--- src/rtl/motion_pkg.sv ---
// Shared encodings for the motion command path: op codes, per-motor
// direction codes and the op -> direction-pair mapping.
package motion_pkg;

  localparam logic [2:0] OP_STOP  = 3'd0;
  localparam logic [2:0] OP_FWD   = 3'd1;
  localparam logic [2:0] OP_BACK  = 3'd2;
  localparam logic [2:0] OP_LEFT  = 3'd3;
  localparam logic [2:0] OP_RIGHT = 3'd4;

  localparam logic [1:0] DIR_HOLD = 2'd0;
  localparam logic [1:0] DIR_FWD  = 2'd1;
  localparam logic [1:0] DIR_REV  = 2'd2;

  typedef enum logic [1:0] {
    ST_IDLE   = 2'd0,
    ST_RUN    = 2'd1,
    ST_SETTLE = 2'd2
  } seq_state_e;

  typedef struct packed {
    logic [1:0] m1;
    logic [1:0] m2;
  } dir_pair_t;

  function automatic logic op_legal(input logic [2:0] op);
    return (op <= OP_RIGHT);
  endfunction

  // Motor 2 is mirror-mounted, so "forward" for the vehicle is reverse on it.
  function automatic dir_pair_t op_to_dirs(input logic [2:0] op);
    dir_pair_t d;
    case (op)
      OP_FWD:   d = '{m1: DIR_FWD, m2: DIR_REV};
      OP_BACK:  d = '{m1: DIR_REV, m2: DIR_FWD};
      OP_LEFT:  d = '{m1: DIR_REV, m2: DIR_REV};
      OP_RIGHT: d = '{m1: DIR_FWD, m2: DIR_FWD};
      default:  d = '{m1: DIR_HOLD, m2: DIR_HOLD};
    endcase
    return d;
  endfunction

endpackage

--- src/rtl/motion_sequencer_if.sv ---
// Command handshake bundle between the SoC side and the motion sequencer.
interface motion_cmd_if #(parameter int STEP_W = 16);
  logic              cmd_valid;
  logic              cmd_ready;
  logic [2:0]        cmd_op;
  logic [STEP_W-1:0] cmd_steps;

  modport master (output cmd_valid, output cmd_op, output cmd_steps, input cmd_ready);
  modport slave  (input cmd_valid, input cmd_op, input cmd_steps, output cmd_ready);
endinterface

--- src/rtl/motion_sequencer_step_timer.sv ---
// Down-counter with load strobe; tc is high while the count sits at zero.
// Loading N-1 gives a tc after exactly N cycles.
module step_timer #(
  parameter int W = 17
) (
  input  logic         clk,
  input  logic         rst,
  input  logic         load,
  input  logic [W-1:0] load_val,
  output logic         tc
);

  logic [W-1:0] cnt;

  // Count down to zero and hold there until the next load.
  always_ff @(posedge clk) begin
    if (rst)
      cnt <= '0;
    else if (load)
      cnt <= load_val;
    else if (cnt != '0)
      cnt <= cnt - W'(1);
  end

  assign tc = (cnt == '0);

endmodule

--- src/rtl/motion_sequencer.sv ---
// Motion command sequencer: accepts one command, drives the two motor
// direction codes for steps x STEP_PERIOD clocks, then forces a stopped
// settle gap before accepting the next command.
//
//   state     | meaning
//   ----------+------------------------------------------------------
//   ST_IDLE   | codes 0/0, cmd_ready high, waiting for a command
//   ST_RUN    | codes driven, one half-step per STEP_PERIOD clocks
//   ST_SETTLE | codes 0/0 for SETTLE_CYC clocks, then done pulse
module motion_sequencer
  import motion_pkg::*;
#(
  parameter int STEP_PERIOD = 100001,
  parameter int SETTLE_CYC  = 50000,
  parameter int STEP_W      = 16
) (
  input  logic              clk,
  input  logic              rst,
  motion_cmd_if.slave       cmd,
  input  logic              abort,
  output logic [1:0]        direccion,
  output logic [1:0]        direccion2,
  output logic              busy,
  output logic              done,
  output logic              err,
  output logic [STEP_W-1:0] steps_left
);

  // One timer serves both the half-step period and the settle gap, so it
  // is sized for whichever is longer.
  localparam int TW_RAW = (STEP_PERIOD > SETTLE_CYC) ? $clog2(STEP_PERIOD) : $clog2(SETTLE_CYC);
  localparam int TW     = (TW_RAW < 1) ? 1 : TW_RAW;
  localparam logic [TW-1:0] PERIOD_LD = TW'(STEP_PERIOD - 1);
  localparam logic [TW-1:0] SETTLE_LD = TW'(SETTLE_CYC - 1);

  seq_state_e      state;
  logic            ready_q;
  logic            accept;
  logic            go_run;
  logic            tmr_load;
  logic [TW-1:0]   tmr_val;
  logic            tmr_tc;
  dir_pair_t       new_dirs;

  assign cmd.cmd_ready = ready_q;
  assign accept   = cmd.cmd_valid && ready_q;
  assign go_run   = (cmd.cmd_op != OP_STOP) && (cmd.cmd_steps != '0);
  assign new_dirs = op_to_dirs(cmd.cmd_op);

  // Timer reload decisions, aligned with the state transitions below.
  always_comb begin
    tmr_load = 1'b0;
    tmr_val  = PERIOD_LD;
    case (state)
      ST_IDLE: begin
        if (accept && op_legal(cmd.cmd_op)) begin
          tmr_load = 1'b1;
          tmr_val  = go_run ? PERIOD_LD : SETTLE_LD;
        end
      end
      ST_RUN: begin
        if (abort) begin
          tmr_load = 1'b1;
          tmr_val  = SETTLE_LD;
        end else if (tmr_tc) begin
          tmr_load = 1'b1;
          tmr_val  = (steps_left == STEP_W'(1)) ? SETTLE_LD : PERIOD_LD;
        end
      end
      ST_SETTLE: begin
        if (abort) begin
          tmr_load = 1'b1;
          tmr_val  = SETTLE_LD;
        end
      end
      default: begin
        tmr_load = 1'b0;
        tmr_val  = PERIOD_LD;
      end
    endcase
  end

  step_timer #(.W(TW)) u_timer (
    .clk      (clk),
    .rst      (rst),
    .load     (tmr_load),
    .load_val (tmr_val),
    .tc       (tmr_tc)
  );

  // Sequencing FSM; every output is registered here.
  always_ff @(posedge clk) begin
    if (rst) begin
      state      <= ST_IDLE;
      ready_q    <= 1'b1;
      busy       <= 1'b0;
      done       <= 1'b0;
      err        <= 1'b0;
      direccion  <= DIR_HOLD;
      direccion2 <= DIR_HOLD;
      steps_left <= '0;
    end else begin
      done <= 1'b0;
      err  <= 1'b0;
      case (state)
        ST_IDLE: begin
          if (accept) begin
            if (!op_legal(cmd.cmd_op)) begin
              err <= 1'b1;
            end else if (go_run) begin
              state      <= ST_RUN;
              ready_q    <= 1'b0;
              busy       <= 1'b1;
              direccion  <= new_dirs.m1;
              direccion2 <= new_dirs.m2;
              steps_left <= cmd.cmd_steps;
            end else begin
              state   <= ST_SETTLE;
              ready_q <= 1'b0;
              busy    <= 1'b1;
            end
          end
        end
        ST_RUN: begin
          if (abort) begin
            state      <= ST_SETTLE;
            direccion  <= DIR_HOLD;
            direccion2 <= DIR_HOLD;
            steps_left <= '0;
          end else if (tmr_tc && steps_left != '0) begin
            steps_left <= steps_left - STEP_W'(1);
            if (steps_left == STEP_W'(1)) begin
              state      <= ST_SETTLE;
              direccion  <= DIR_HOLD;
              direccion2 <= DIR_HOLD;
            end
          end
        end
        ST_SETTLE: begin
          direccion  <= DIR_HOLD;
          direccion2 <= DIR_HOLD;
          if (!abort && tmr_tc) begin
            state   <= ST_IDLE;
            ready_q <= 1'b1;
            busy    <= 1'b0;
            done    <= 1'b1;
          end
        end
        default: begin
          state      <= ST_IDLE;
          ready_q    <= 1'b1;
          busy       <= 1'b0;
          direccion  <= DIR_HOLD;
          direccion2 <= DIR_HOLD;
          steps_left <= '0;
        end
      endcase
    end
  end

endmodule

--- src/flat_wrapper.sv ---
// flat-port wrapper written by rule: the top's interface ports become plain ports
module motion_sequencer_flat import motion_pkg::*;
#(
  parameter int STEP_PERIOD = 100001,
  parameter int SETTLE_CYC  = 50000,
  parameter int STEP_W      = 16
)
  (clk, rst, abort, direccion, direccion2, busy, done, err, steps_left, cmd_cmd_valid, cmd_cmd_op, cmd_cmd_steps, cmd_cmd_ready);
  motion_cmd_if #(.STEP_W(STEP_W)) cmd_i ();
  input  logic clk;
  input  logic rst;
  input  logic abort;
  output logic [1:0] direccion;
  output logic [1:0] direccion2;
  output logic busy;
  output logic done;
  output logic err;
  output logic [STEP_W-1:0] steps_left;
  input wire logic [$bits(cmd_i.cmd_valid)-1:0] cmd_cmd_valid;
  input wire logic [$bits(cmd_i.cmd_op)-1:0] cmd_cmd_op;
  input wire logic [$bits(cmd_i.cmd_steps)-1:0] cmd_cmd_steps;
  output wire logic [$bits(cmd_i.cmd_ready)-1:0] cmd_cmd_ready;
  assign cmd_i.cmd_valid = cmd_cmd_valid;
  assign cmd_i.cmd_op = cmd_cmd_op;
  assign cmd_i.cmd_steps = cmd_cmd_steps;
  assign cmd_cmd_ready = cmd_i.cmd_ready;
  motion_sequencer #(.STEP_PERIOD(STEP_PERIOD), .SETTLE_CYC(SETTLE_CYC), .STEP_W(STEP_W)) u_core (.clk(clk), .rst(rst), .cmd(cmd_i), .abort(abort), .direccion(direccion), .direccion2(direccion2), .busy(busy), .done(done), .err(err), .steps_left(steps_left));
endmodule
--- config.mk ---
export PLATFORM = sky130hd
export DESIGN_NAME = motion_sequencer_flat
export DESIGN_NICKNAME = d
export VERILOG_FILES = /design/src/rtl/motion_pkg.sv /design/src/rtl/motion_sequencer_if.sv /design/src/rtl/motion_sequencer_step_timer.sv /design/src/rtl/motion_sequencer.sv /design/src/flat_wrapper.sv
export SDC_FILE = /design/constraint.sdc
export NUM_CORES = 1
export LEC_CHECK = 0
export BUFFER_PORTS_ARGS = -buffer_cell sky130_fd_sc_hd__buf_2
export CAP_MARGIN = 10
export CORE_MARGIN = 3
export CORE_UTILIZATION = 40
export CTS_BUF_LIST = sky130_fd_sc_hd__clkbuf_4
export DETAILED_ROUTE_END_ITERATION = 12
export PLACE_DENSITY = 0.57
export SLEW_MARGIN = 20
export SYNTH_ARGS = -nofsm -noshare
export SYNTH_HDL_FRONTEND = slang
export SYNTH_SLANG_ARGS = --single-unit
export TNS_END_PERCENT = 30
--- constraint.sdc ---
create_clock -name clk -period 3.4 [get_ports clk]
set_input_delay 1.02 -clock clk [delete_from_list [all_inputs] [get_ports clk]]
set_output_delay 1.02 -clock clk [all_outputs]
set_load 0.01 [all_outputs]
==> flow_metrics.py <==
metrics = {
    "status": {
        "run_status": "complete, no violations",
    },
    "placement": {
        "dp_cells": 439,
        "finalWeightedCongestion": 0.8464,
        "placed_area_sq_um": 2989,
        "dpl_hpwl_mm": 5.493,
        "numPortBuffers": 46,
    },
    "clock_network": {
        "cts_root_buf": "clkbuf_4",
        "cts_tree": "built",
        "cts.hold.buffers_added": 0,
        "post_cts.resized_instances": 0,
        "cts_post_setup_buffers_inserted": 0,
        "clk-insertion-delay-late_ps": 360,
        "clock_path_buffers": 2,
        "cts.sinks": 43,
        "numCtsBuffers": 5,
        "clkSlewWorstSetupHoldPaths_ps": 130,
        "clock_tree.htree_level_count": 2,
    },
    "global_route": {
        "grt_pass1_wl_mm": 12.88,
        "first_global_vias": 2552,
        "grt_overflow": 0,
        "grt_max_degree": 31,
        "antenna_found_initial": 0,
        "gr-usage-all-layers": 0.2083,
    },
    "yosys": {
        "postSynthCellCount": 326,
        "post-synth-top-count-cell": "dfxtp_1",
        "postSynthRegisterBits": 43,
        "syn_nets": 353,
        "edff_count_synth": 0,
        "share_of_synthesized_area_occupied_by_flip_flops_and_latches": 0.3219,
        "synth_top_cells_by_count": "dfxtp_1, nand2_1, a21oi_1, nor2_1, nor3_1",
        "synth_area_per_cell_sq_um": 8.202,
        "mappedNetlistArea_sq_um": 2674,
        "postSynth.asyncResetShare": 0,
        "synth_cell_types": 60,
        "synth.largest_area_cell": "dfxtp_1",
        "ys_warn_count": 0,
        "yosys.area.top_type_share": 0.3219,
        "top_cells_by_area_synth": "dfxtp_1, a21oi_1, xor2_1",
        "synth-main-ff-cell": "dfxtp_1",
    },
    "power_and_ir_drop": {
        "power.share.combinational": 0.534,
        "pwr-share-clk": 0.112,
        "p_int_uw": 1246,
        "power.net_switching_uw": 1051,
        "power.share.switching": 0.4575,
        "power_share_of_the_sequential_group": 0.354,
        "p_leak_uw": 0.001249,
        "ir_worst_vdd_v": 0.0002720,
        "powerDensity_nw_per_um2": 755.0,
    },
    "sta": {
        "final-setup-viol-count": 0,
        "fin_worst_skew_ps": 12.55,
        "hold_viol": 0,
        "unrepaired_setup_endpoints_after_global_routing": "false",
        "timing.final.crit_share": 0.8176,
        "setup_total_negative_slack_ps": 0,
        "tightest_slew_ps": 763.6,
        "finalWorstPathRequiredPeriod_ps": 2780,
        "timing.hold.ws_ps": 471.3,
        "slew_viol_final": 0,
        "clock.fmax_mhz": 359.7,
        "maxSlewHeadroom": 0.4890,
    },
    "layout": {
        "areaGrowthSynthToFinish_pct": 13.76,
        "design.final.nets": 396,
        "final_area_sq_um": 3042,
        "drive_above_1_share": 0.2162,
        "antenna_cells": 0,
        "instances_no_fill": 447,
    },
    "run": {
        "drv.max_cap_violation_count": 0,
    },
    "floorplan": {
        "floorplan.core_area_sq_um": 6422,
        "initial_core_util": 0.4163,
        "io-pin-count": 47,
        "row_count": 29,
        "chipHeight_microns": 87.76,
        "design.die.area_sq_um": 7702,
        "die_w_microns": 87.76,
    },
    "setup_path": {
        "crit_type": "in -> reg",
        "worst_setup_path_end_kind": "flip-flop",
        "critical_path.cell_chain": "buf_2 -> nor4_1 -> a41oi_1 -> o2bb2ai_1 -> or3_1 -> a221oi_1",
        "timing.critical_path.fanout_max": 7,
        "critical-path-top-delay-family": "simple AND/OR/NAND/NOR gates",
        "cp-start-kind": "input pin",
        "critPathSlowestCell": "nor4_1",
        "timing.critical_path.slowest_cell_delay_ps": 580,
        "cp_data_required_time_ps": 3660,
        "cp_num_buf_inv": 1,
        "cp.arrival_ps": 3040,
    },
    "detailed_routing": {
        "final_antenna_net_count": 0,
        "first_pass_iters": 4,
        "detail_route.wirelength_mm": 7.788,
        "post_drt_wl_per_cell_microns": 17.42,
        "post-route-drc-count": 0,
        "post_drt_via_cell_ratio": 5.926,
        "vias": 2649,
        "drt-initial-drc-count": 175,
    },
    "worst_hold_path": {
        "hold_class": "reg -> reg",
    },
}
==> per-layer routing <==
layer  GRT usage  share of wire  up-vias
li1            -              -     1320
met1      0.3038           0.50     1236
met2      0.3185           0.44       80
met3     0.03387          0.054       13
met4     0.05300          0.014        0
met5           0              0        -
==> flip-flops by register name, indices dropped and copies added, names as in the netlist, 2 cells and up <==
signal and count:
u_core.direccion 2, u_core.state 2, u_core.steps_left 16, u_core.direccion2 2, u_core.u_timer.cnt 17
==> metrics by stage <==
stage	setup slack, ps	power [uW]	util
after floorplan	789.9	1728	-
after global placement	389.6	2032	0.4654
after detailed placement	354.9	2040	0.4654
after CTS	722.5	2300	0.4736
after global routing	520.7	2492	0.4736
final	620.3	2297	0.4736
==> worst reg2reg max path: stages, from the launching register on <==
cell	delay (ps)
dfxtp_1	360
inv_1	160
ha_1	170
nor4b_1	310
and4_1	370
o21ai_0	150
buf_4	180
or3_1	460
a221oi_1	270
==> layout by cell type, fill, tap and decap left out, drive strengths merged, types with 4 or more instances in the layout <==
| cell | instances |
|---|---|
| nand2 | 29 |
| xnor2 | 8 |
| mux2i | 4 |
| buf | 56 |
| dfxtp | 43 |
| o21a | 5 |
| nor3 | 17 |
| xor2 | 15 |
| inv | 8 |
| o31ai | 6 |
| o21ai | 18 |
| o211ai | 5 |
| nand4 | 6 |
| a22o | 4 |
| or4 | 9 |
| clkbuf | 6 |
| nand3 | 9 |
| ha | 4 |
| nor4 | 15 |
| a21oi | 28 |
| nor2 | 18 |
==> cell families (layout without fill, tap and decap cells) <==
group	count (synthesis)	count (layout)	synth area share
and+or+nand+nor	125	125	0.2714
AOI/OAI and AO/OA	99	99	0.2541
DFF	43	43	0.3219
buffers and inverters	28	72	0.04352
xor gates and xnor gates	23	23	0.07534
adders and majority gates	4	4	0.01872
muxes	4	4	0.01497
==> area by class of cell <==
cell class | count | area [sq um]
fillers | 669 | 3381
flip-flops and latches | 43 | 860.8
repair buffers | 56 | 305.3
inverters | 8 | 30.03
clock inverters | 2 | 7.507
well taps | 77 | 96.34
clock buffers | 6 | 45.04
multi-input cells | 255 | 1697
==> path summary, 6_finish.rpt <==
| path | startpoint | endpoint | slack, ps | cells past startpoint |
|---|---|---|---|---|
| max | cmd_cmd_steps[3] | u_core.u_timer.cnt[1] | 620 | 6 |
| min | u_core.direccion[1] | u_core.direccion[1] | 470 | 2 |
| max reg2reg | u_core.u_timer.cnt[0] | u_core.u_timer.cnt[1] | 890 | 8 |
| min reg2reg | u_core.direccion[1] | u_core.direccion[1] | 470 | 2 |
==> power by group through the flow <==
stage               logic, uW  clock network, uW  registers, uW
floorplan                 931                  0            797
global placement         1210                  0            819
detailed placement       1220                  0            822
CTS                      1230                262            812
global route             1370                286            837
finish                   1230                257            813
(Power assumes the default switching activity.)
